**config.mk**
```make
export PLATFORM = sky130hd
export DESIGN_NAME = sccb_responder
export DESIGN_NICKNAME = d
export VERILOG_FILES = /design/src/rtl/sccb_responder.sv
export SDC_FILE = /design/constraint.sdc
export NUM_CORES = 1
export LEC_CHECK = 0
export CAP_MARGIN = 20
export CORE_MARGIN = 2
export CORE_UTILIZATION = 57
export CTS_CLUSTER_DIAMETER = 60
export DETAILED_ROUTE_END_ITERATION = 16
export PLACE_DENSITY = 0.82
export SYNTH_ARGS = -nofsm -noshare
export SYNTH_HDL_FRONTEND = slang
export SYNTH_SLANG_ARGS = --single-unit
```
**constraint.sdc**
```tcl
create_clock -name clk -period 2.4 [get_ports clk]
set_input_delay 0.48 -clock clk [delete_from_list [all_inputs] [get_ports clk]]
set_output_delay 0.48 -clock clk [all_outputs]
set_load 0.005 [all_outputs]
```
**src/rtl/sccb_responder.sv**
```systemverilog
// sccb_responder: SCCB/I2C target. Answers one 7-bit device address, takes
// ADDR_BYTES register-address bytes (MSB first), then either writes incoming
// bytes to a register port or streams register contents back to the master.
// The register address auto-increments per data byte. No repeated START.
//
// Ports:
//   clk, rst        system clock, async active-high reset
//   scl_in, sda_in  bus lines (asynchronous, synchronized here)
//   sda_oe          1 = pull SDA low (open drain, never drives high)
//   reg_addr        current register address
//   reg_wdata       received data byte, valid with reg_we
//   reg_we          1-cycle write strobe
//   reg_rd          1-cycle read strobe (reg_rdata valid the following cycle)
//   reg_rdata       read data from the register store
//   busy            high from an address-matched START until STOP
module sccb_responder #(
  parameter logic [6:0] DEV_ADDR   = 7'h3C,
  parameter int         ADDR_BYTES = 2,
  localparam int        ADDR_W     = 8 * ADDR_BYTES
) (
  input  logic              clk,
  input  logic              rst,
  input  logic              scl_in,
  input  logic              sda_in,
  output logic              sda_oe,
  output logic [ADDR_W-1:0] reg_addr,
  output logic [7:0]        reg_wdata,
  output logic              reg_we,
  output logic              reg_rd,
  input  logic [7:0]        reg_rdata,
  output logic              busy
);

  typedef enum logic [3:0] {
    IDLE, DEV_ADDR_S, DEV_ACK, REG_ADDR, REG_ACK,
    WR_DATA, WR_ACK, RD_DATA, RD_ACK, IGNORE
  } state_t;

  // Synchronizers reset to 1 (idle bus) so release from reset never looks
  // like a START.
  logic scl_m_q, scl_s_q, scl_p_q;
  logic sda_m_q, sda_s_q, sda_p_q;

  always_ff @(posedge clk or posedge rst) begin
    if (rst) begin
      scl_m_q <= 1'b1; scl_s_q <= 1'b1; scl_p_q <= 1'b1;
      sda_m_q <= 1'b1; sda_s_q <= 1'b1; sda_p_q <= 1'b1;
    end else begin
      scl_m_q <= scl_in;  scl_s_q <= scl_m_q; scl_p_q <= scl_s_q;
      sda_m_q <= sda_in;  sda_s_q <= sda_m_q; sda_p_q <= sda_s_q;
    end
  end

  logic scl_rise, scl_fall, start_det, stop_det;
  // START/STOP need SCL high in both cycles, so an SDA edge coinciding with
  // an SCL edge is never taken as a bus condition.
  assign scl_rise  =  scl_s_q & ~scl_p_q;
  assign scl_fall  = ~scl_s_q &  scl_p_q;
  assign start_det =  scl_s_q &  scl_p_q &  sda_p_q & ~sda_s_q;
  assign stop_det  =  scl_s_q &  scl_p_q & ~sda_p_q &  sda_s_q;

  state_t            state_q, state_d;
  logic [2:0]        cnt_q, cnt_d;
  logic [1:0]        byte_cnt_q, byte_cnt_d;
  logic              pend_q, pend_d;     // byte done / master ACKed, act on next fall
  logic              rw_q, rw_d;
  logic [6:0]        shreg_q, shreg_d;
  logic [7:0]        tx_q, tx_d;
  logic              sda_oe_q, sda_oe_d;
  logic [ADDR_W-1:0] reg_addr_q, reg_addr_d;
  logic [7:0]        reg_wdata_q, reg_wdata_d;
  logic              reg_we_q, reg_we_d;
  logic              reg_rd_q, reg_rd_d;
  logic              cap_q, cap_d;       // reg_rdata valid this cycle
  logic              inc_q, inc_d;       // post-write address increment
  logic              busy_q, busy_d;
  logic [7:0]        rx_byte;
  logic              last_addr_byte;

  assign rx_byte        = {shreg_q, sda_s_q};
  assign last_addr_byte = (byte_cnt_q == 2'(ADDR_BYTES));

  always_comb begin
    state_d     = state_q;
    cnt_d       = cnt_q;
    byte_cnt_d  = byte_cnt_q;
    pend_d      = pend_q;
    rw_d        = rw_q;
    shreg_d     = shreg_q;
    tx_d        = tx_q;
    sda_oe_d    = sda_oe_q;
    reg_addr_d  = reg_addr_q;
    reg_wdata_d = reg_wdata_q;
    reg_we_d    = 1'b0;
    reg_rd_d    = 1'b0;
    cap_d       = reg_rd_q;
    inc_d       = reg_we_q;
    busy_d      = busy_q;

    if (cap_q) tx_d = reg_rdata;
    if (inc_q) reg_addr_d = reg_addr_q + ADDR_W'(1);

    if (stop_det) begin
      state_d  = IDLE;
      sda_oe_d = 1'b0;
      busy_d   = 1'b0;
      pend_d   = 1'b0;
    end else if (start_det) begin
      state_d    = DEV_ADDR_S;
      cnt_d      = 3'd0;
      byte_cnt_d = 2'd0;
      pend_d     = 1'b0;
      sda_oe_d   = 1'b0;
    end else begin
      case (state_q)
        IDLE: ;
        DEV_ADDR_S: begin
          if (scl_rise) begin
            shreg_d = rx_byte[6:0];
            cnt_d   = cnt_q + 3'd1;
            if (cnt_q == 3'd7) begin
              rw_d = sda_s_q;
              if (rx_byte[7:1] == DEV_ADDR) pend_d = 1'b1;
              else begin
                state_d = IGNORE;
                busy_d  = 1'b0;
              end
            end
          end else if (scl_fall && pend_q) begin
            pend_d   = 1'b0;
            sda_oe_d = 1'b1;
            busy_d   = 1'b1;
            state_d  = DEV_ACK;
          end
        end
        DEV_ACK: if (scl_fall) begin
          sda_oe_d   = 1'b0;
          state_d    = REG_ADDR;
          cnt_d      = 3'd0;
          byte_cnt_d = 2'd0;
        end
        REG_ADDR: begin
          if (scl_rise) begin
            // Shifting the whole address leaves it MSB-byte-first after the last byte.
            reg_addr_d = {reg_addr_q[ADDR_W-2:0], sda_s_q};
            cnt_d      = cnt_q + 3'd1;
            if (cnt_q == 3'd7) begin
              pend_d     = 1'b1;
              byte_cnt_d = byte_cnt_q + 2'd1;
            end
          end else if (scl_fall && pend_q) begin
            pend_d   = 1'b0;
            sda_oe_d = 1'b1;
            state_d  = REG_ACK;
          end
        end
        REG_ACK: begin
          if (scl_rise && last_addr_byte && rw_q) reg_rd_d = 1'b1;
          if (scl_fall) begin
            cnt_d = 3'd0;
            if (!last_addr_byte) begin
              sda_oe_d = 1'b0;
              state_d  = REG_ADDR;
            end else if (rw_q) begin
              sda_oe_d = ~tx_q[7];
              state_d  = RD_DATA;
            end else begin
              sda_oe_d = 1'b0;
              state_d  = WR_DATA;
            end
          end
        end
        WR_DATA: begin
          if (scl_rise) begin
            shreg_d = rx_byte[6:0];
            cnt_d   = cnt_q + 3'd1;
            if (cnt_q == 3'd7) begin
              reg_we_d    = 1'b1;
              reg_wdata_d = rx_byte;
              pend_d      = 1'b1;
            end
          end else if (scl_fall && pend_q) begin
            pend_d   = 1'b0;
            sda_oe_d = 1'b1;
            state_d  = WR_ACK;
          end
        end
        WR_ACK: if (scl_fall) begin
          sda_oe_d = 1'b0;
          cnt_d    = 3'd0;
          state_d  = WR_DATA;
        end
        RD_DATA: if (scl_fall) begin
          // Entered with bit 7 already on the bus; each fall ends one bit.
          if (cnt_q == 3'd7) begin
            sda_oe_d = 1'b0;
            cnt_d    = 3'd0;
            state_d  = RD_ACK;
          end else begin
            cnt_d    = cnt_q + 3'd1;
            tx_d     = {tx_q[6:0], 1'b0};
            sda_oe_d = ~tx_q[6];
          end
        end
        RD_ACK: begin
          if (scl_rise) begin
            if (!sda_s_q) begin
              reg_addr_d = reg_addr_q + ADDR_W'(1);
              reg_rd_d   = 1'b1;
              pend_d     = 1'b1;
            end else begin
              state_d = IGNORE;
            end
          end else if (scl_fall && pend_q) begin
            pend_d   = 1'b0;
            sda_oe_d = ~tx_q[7];
            cnt_d    = 3'd0;
            state_d  = RD_DATA;
          end
        end
        IGNORE: ;
        default: state_d = IDLE;
      endcase
    end
  end

  always_ff @(posedge clk or posedge rst) begin
    if (rst) begin
      state_q     <= IDLE;
      cnt_q       <= 3'd0;
      byte_cnt_q  <= 2'd0;
      pend_q      <= 1'b0;
      rw_q        <= 1'b0;
      shreg_q     <= 7'd0;
      tx_q        <= 8'd0;
      sda_oe_q    <= 1'b0;
      reg_addr_q  <= '0;
      reg_wdata_q <= 8'd0;
      reg_we_q    <= 1'b0;
      reg_rd_q    <= 1'b0;
      cap_q       <= 1'b0;
      inc_q       <= 1'b0;
      busy_q      <= 1'b0;
    end else begin
      state_q     <= state_d;
      cnt_q       <= cnt_d;
      byte_cnt_q  <= byte_cnt_d;
      pend_q      <= pend_d;
      rw_q        <= rw_d;
      shreg_q     <= shreg_d;
      tx_q        <= tx_d;
      sda_oe_q    <= sda_oe_d;
      reg_addr_q  <= reg_addr_d;
      reg_wdata_q <= reg_wdata_d;
      reg_we_q    <= reg_we_d;
      reg_rd_q    <= reg_rd_d;
      cap_q       <= cap_d;
      inc_q       <= inc_d;
      busy_q      <= busy_d;
    end
  end

  assign sda_oe    = sda_oe_q;
  assign reg_addr  = reg_addr_q;
  assign reg_wdata = reg_wdata_q;
  assign reg_we    = reg_we_q;
  assign reg_rd    = reg_rd_q;
  assign busy      = busy_q;

endmodule
```
==> flow_summary.ini <==
[worst_hold_path]
min_from = scl_m_q$_DFF_PP1_
min_path_type = flop to flop
holdPathStages = 0
hold_end = scl_s_q$_DFF_PP1_

[timing]
period_share_pct = 93.2
report.final.slew_viol_count = 0
min_period_ns = 2.24
worst_slack_ns = 0.162
final.setup.tns_ns = 0
setup_viol = 0
fmax_ghz = 0.447
hold_viol_final = 0
rsz0062_at_grt = no
worst_pin_slew_ns = 0.801
maxSlewHeadroom_pct = 46.4
fin_skew_ns = 0.00829

[cts]
clk_latency_ns = 0.34
path_clk_slew_ns = 0.08
postCtsResizedCells = 0
cts_root_buf = clkbuf_8
cts_hold_buf = 0
cts_buffers = 9
cts_tree = yes
h-tree-depth = 3
clock-sinks = 62
clk_path_buf_depth = 2
cts_setup_buffers = 0

[cells_and_area]
nets = 464
final_cell_mix = 56 x dfrtp_1, 40 x nor2_1, 39 x clkdlybuf4s50_1
final_common_cell = dfrtp_1
fill_cells = 477
syn_to_final_growth_pct = 20.8
fin_area_um2 = 4520
antennaDiodeCount = 0
stdcell_count = 530
drive_gt1_share_pct = 17.9

[place]
globalplace.congestion = 0.938
place_area_um2 = 4320
dp.cells = 514
pre_cts_slack_ns = 0.244
hpwl_um = 6610
port_buffers = 39

[critical_path]
slowest_delay_ns = 0.62
path_max_fanout = 17
worstSetupEndpointType = flop
worst_ep_arrival_time_ns = 2.50
cp_common_cell = nand2b_1
critPathTopFamily = simple AND/OR/NAND/NOR gates
worstReg2RegStart = state_q[2]$_DFFE_PP0P_
path_cells = nand2b_1 > nand2b_1 > nor2_1 > a22oi_1 > o22ai_1
cp.required_ns = 2.66
cp.depth = 5
ff2ff_setup_slack_ns = 0.16
r2r_end = reg_addr[2]$_DFF_PP0_
critPathSlowestCell = nor2_1
path_buf_inv = 0
startpoint_type = flop
crit_type = flop to flop
rr_worst_depth = 5

[global_route]
gr-usage-met1_pct = 36.1
grt_usage_pct = 27.2
overflow = 0
grt_pass1_wl_um = 15700
grt_start_max_net_pins = 25
grt_pass1_vias = 3300
grt_busiest_layer = met2
grt_use_met3_pct = 3.89
antenna_found_initial = 0
grtUsageMet2_pct = 43.9

[drt]
wl_per_cell_um = 17.4
vias = 3316
wirelength_um = 9240
ant_nets = 0
drt_iter0_drc = 289
dr.pass1.iters = 5
drc = 0
via_per_inst = 6.26

[synthesis]
seq_area_frac_synth_pct = 41.6
yosysWarningCount = 0
syn_inst = 395
netlist_area_um2 = 3740
synthArstFlopShare_pct = 100
synth_nets = 411
synth-seq-cells = 62
synth_cell_type_count = 75
synth_edf_count = 0
synth_flop_cell = dfrtp_1
synth_area_per_cell_um2 = 9.48

[floorplanning]
die_h_um = 85.0
io_pins = 40
die-area_um2 = 7230
initial_core_util_pct = 59.0
fp-row-count = 29
die_w_um = 85.0
core_um2 = 6350

[power]
p_total_mw = 3.30
peakVddDrop_v = 0.000574
power_density_nw_per_um2 = 730
p_leak_nw = 1.80

[run]
cap_violations = 0

[outcome]
status = completed
==> state kept, by name, summed over array words and instances (netlist names), 2 cells and up <==
name	cells
tx_q	8
reg_addr	16
shreg_q	7
reg_wdata	8
byte_cnt_q	2
state_q	4
cnt_q	3
==> cell usage after synthesis (3+ instances only) <==
cell type | count | area, um^2
dfrtp_1 | 56 | 1400
nor2_1 | 40 | 150
nand2_1 | 36 | 135
o21ai_0 | 30 | 150
a21oi_1 | 27 | 135
mux2_2 | 17 | 191
nand3_1 | 12 | 60.1
inv_1 | 11 | 41.3
mux2i_1 | 11 | 110
buf_2 | 8 | 40.0
nor3_1 | 8 | 40.0
xnor2_1 | 8 | 70.1
o22ai_1 | 7 | 43.8
clkbuf_1 | 6 | 22.5
dfstp_2 | 6 | 158
nand2b_1 | 6 | 37.5
nor2b_1 | 6 | 37.5
o31ai_1 | 6 | 45.0
xor2_1 | 6 | 52.6
a21boi_0 | 4 | 30.0
a32oi_1 | 4 | 35.0
and3_1 | 4 | 25.0
buf_4 | 4 | 30.0
ha_1 | 4 | 50.1
nand4_1 | 4 | 25.0
a22oi_1 | 3 | 22.5
o2111ai_1 | 3 | 26.3
o221ai_1 | 3 | 26.3
==> power breakdown <==
part           leakage, nW  switching (mW)  total [mW]  internal [mW]
clock network        0.101           0.456       0.948          0.492
logic                0.907           0.536        1.00          0.466
registers            0.793           0.163        1.35           1.19
total                 1.80            1.15        3.30           2.15
==> cells by family (layout without fill, tap and decap cells) <==
family,count (synthesis),count (layout),synth area share [%]
buffers and inverters,32,90,4.08
flip-flops,62,62,41.6
AO/OA/AOI/OAI,111,111,20.1
XOR/XNOR,14,14,3.28
adder cells (fa/ha/maj),6,6,1.91
multiplexers,29,29,8.36
AND/OR/NAND/NOR,141,141,20.7
==> metal layers <==
metal,up-vias,routed length [um],share of wire (%)
li1,1556,-,-
met4,0,251,2.7
met5,-,0,0
met3,25,558,6.0
met2,163,4540,49
met1,1572,3890,42
==> worst max path at each step <==
stage,start,slack (ns),end
finish,state_q[2]$_DFFE_PP0P_,0.16,reg_addr[2]$_DFF_PP0_
global route,state_q[2]$_DFFE_PP0P_,0.02,reg_addr[2]$_DFF_PP0_
CTS,cnt_q[0]$_DFFE_PP0P_,0.21,state_q[1]$_DFFE_PP0P_
detailed placement,state_q[2]$_DFFE_PP0P_,0.24,reg_addr[2]$_DFF_PP0_
global placement,state_q[2]$_DFFE_PP0P_,0.31,state_q[1]$_DFFE_PP0P_
floorplan,rst,0.39,busy$_DFFE_PP0P_
==> per-stage QoR <==
step | utilization, % | hold WS [ns]
floorplan | - | 0.345
global placement | 68.0 | 0.345
detailed placement | 68.0 | 0.347
CTS | 71.2 | 0.357
global route | 71.2 | 0.366
finish | 71.2 | 0.357
==> layout make-up <==
cell class | count | area [um^2] | area share, %
Clock buffer | 9 | 124 | 2.74
Multi-Input combinational cell | 301 | 2030 | 44.9
Clock inverter | 7 | 77.6 | 1.72
Sequential cell | 62 | 1560 | 34.5
Timing Repair Buffer | 62 | 588 | 13.0
Tap cell | 77 | 96.3 | 2.13
Inverter | 12 | 45.0 | 0.996
(Power assumes the default switching activity.)
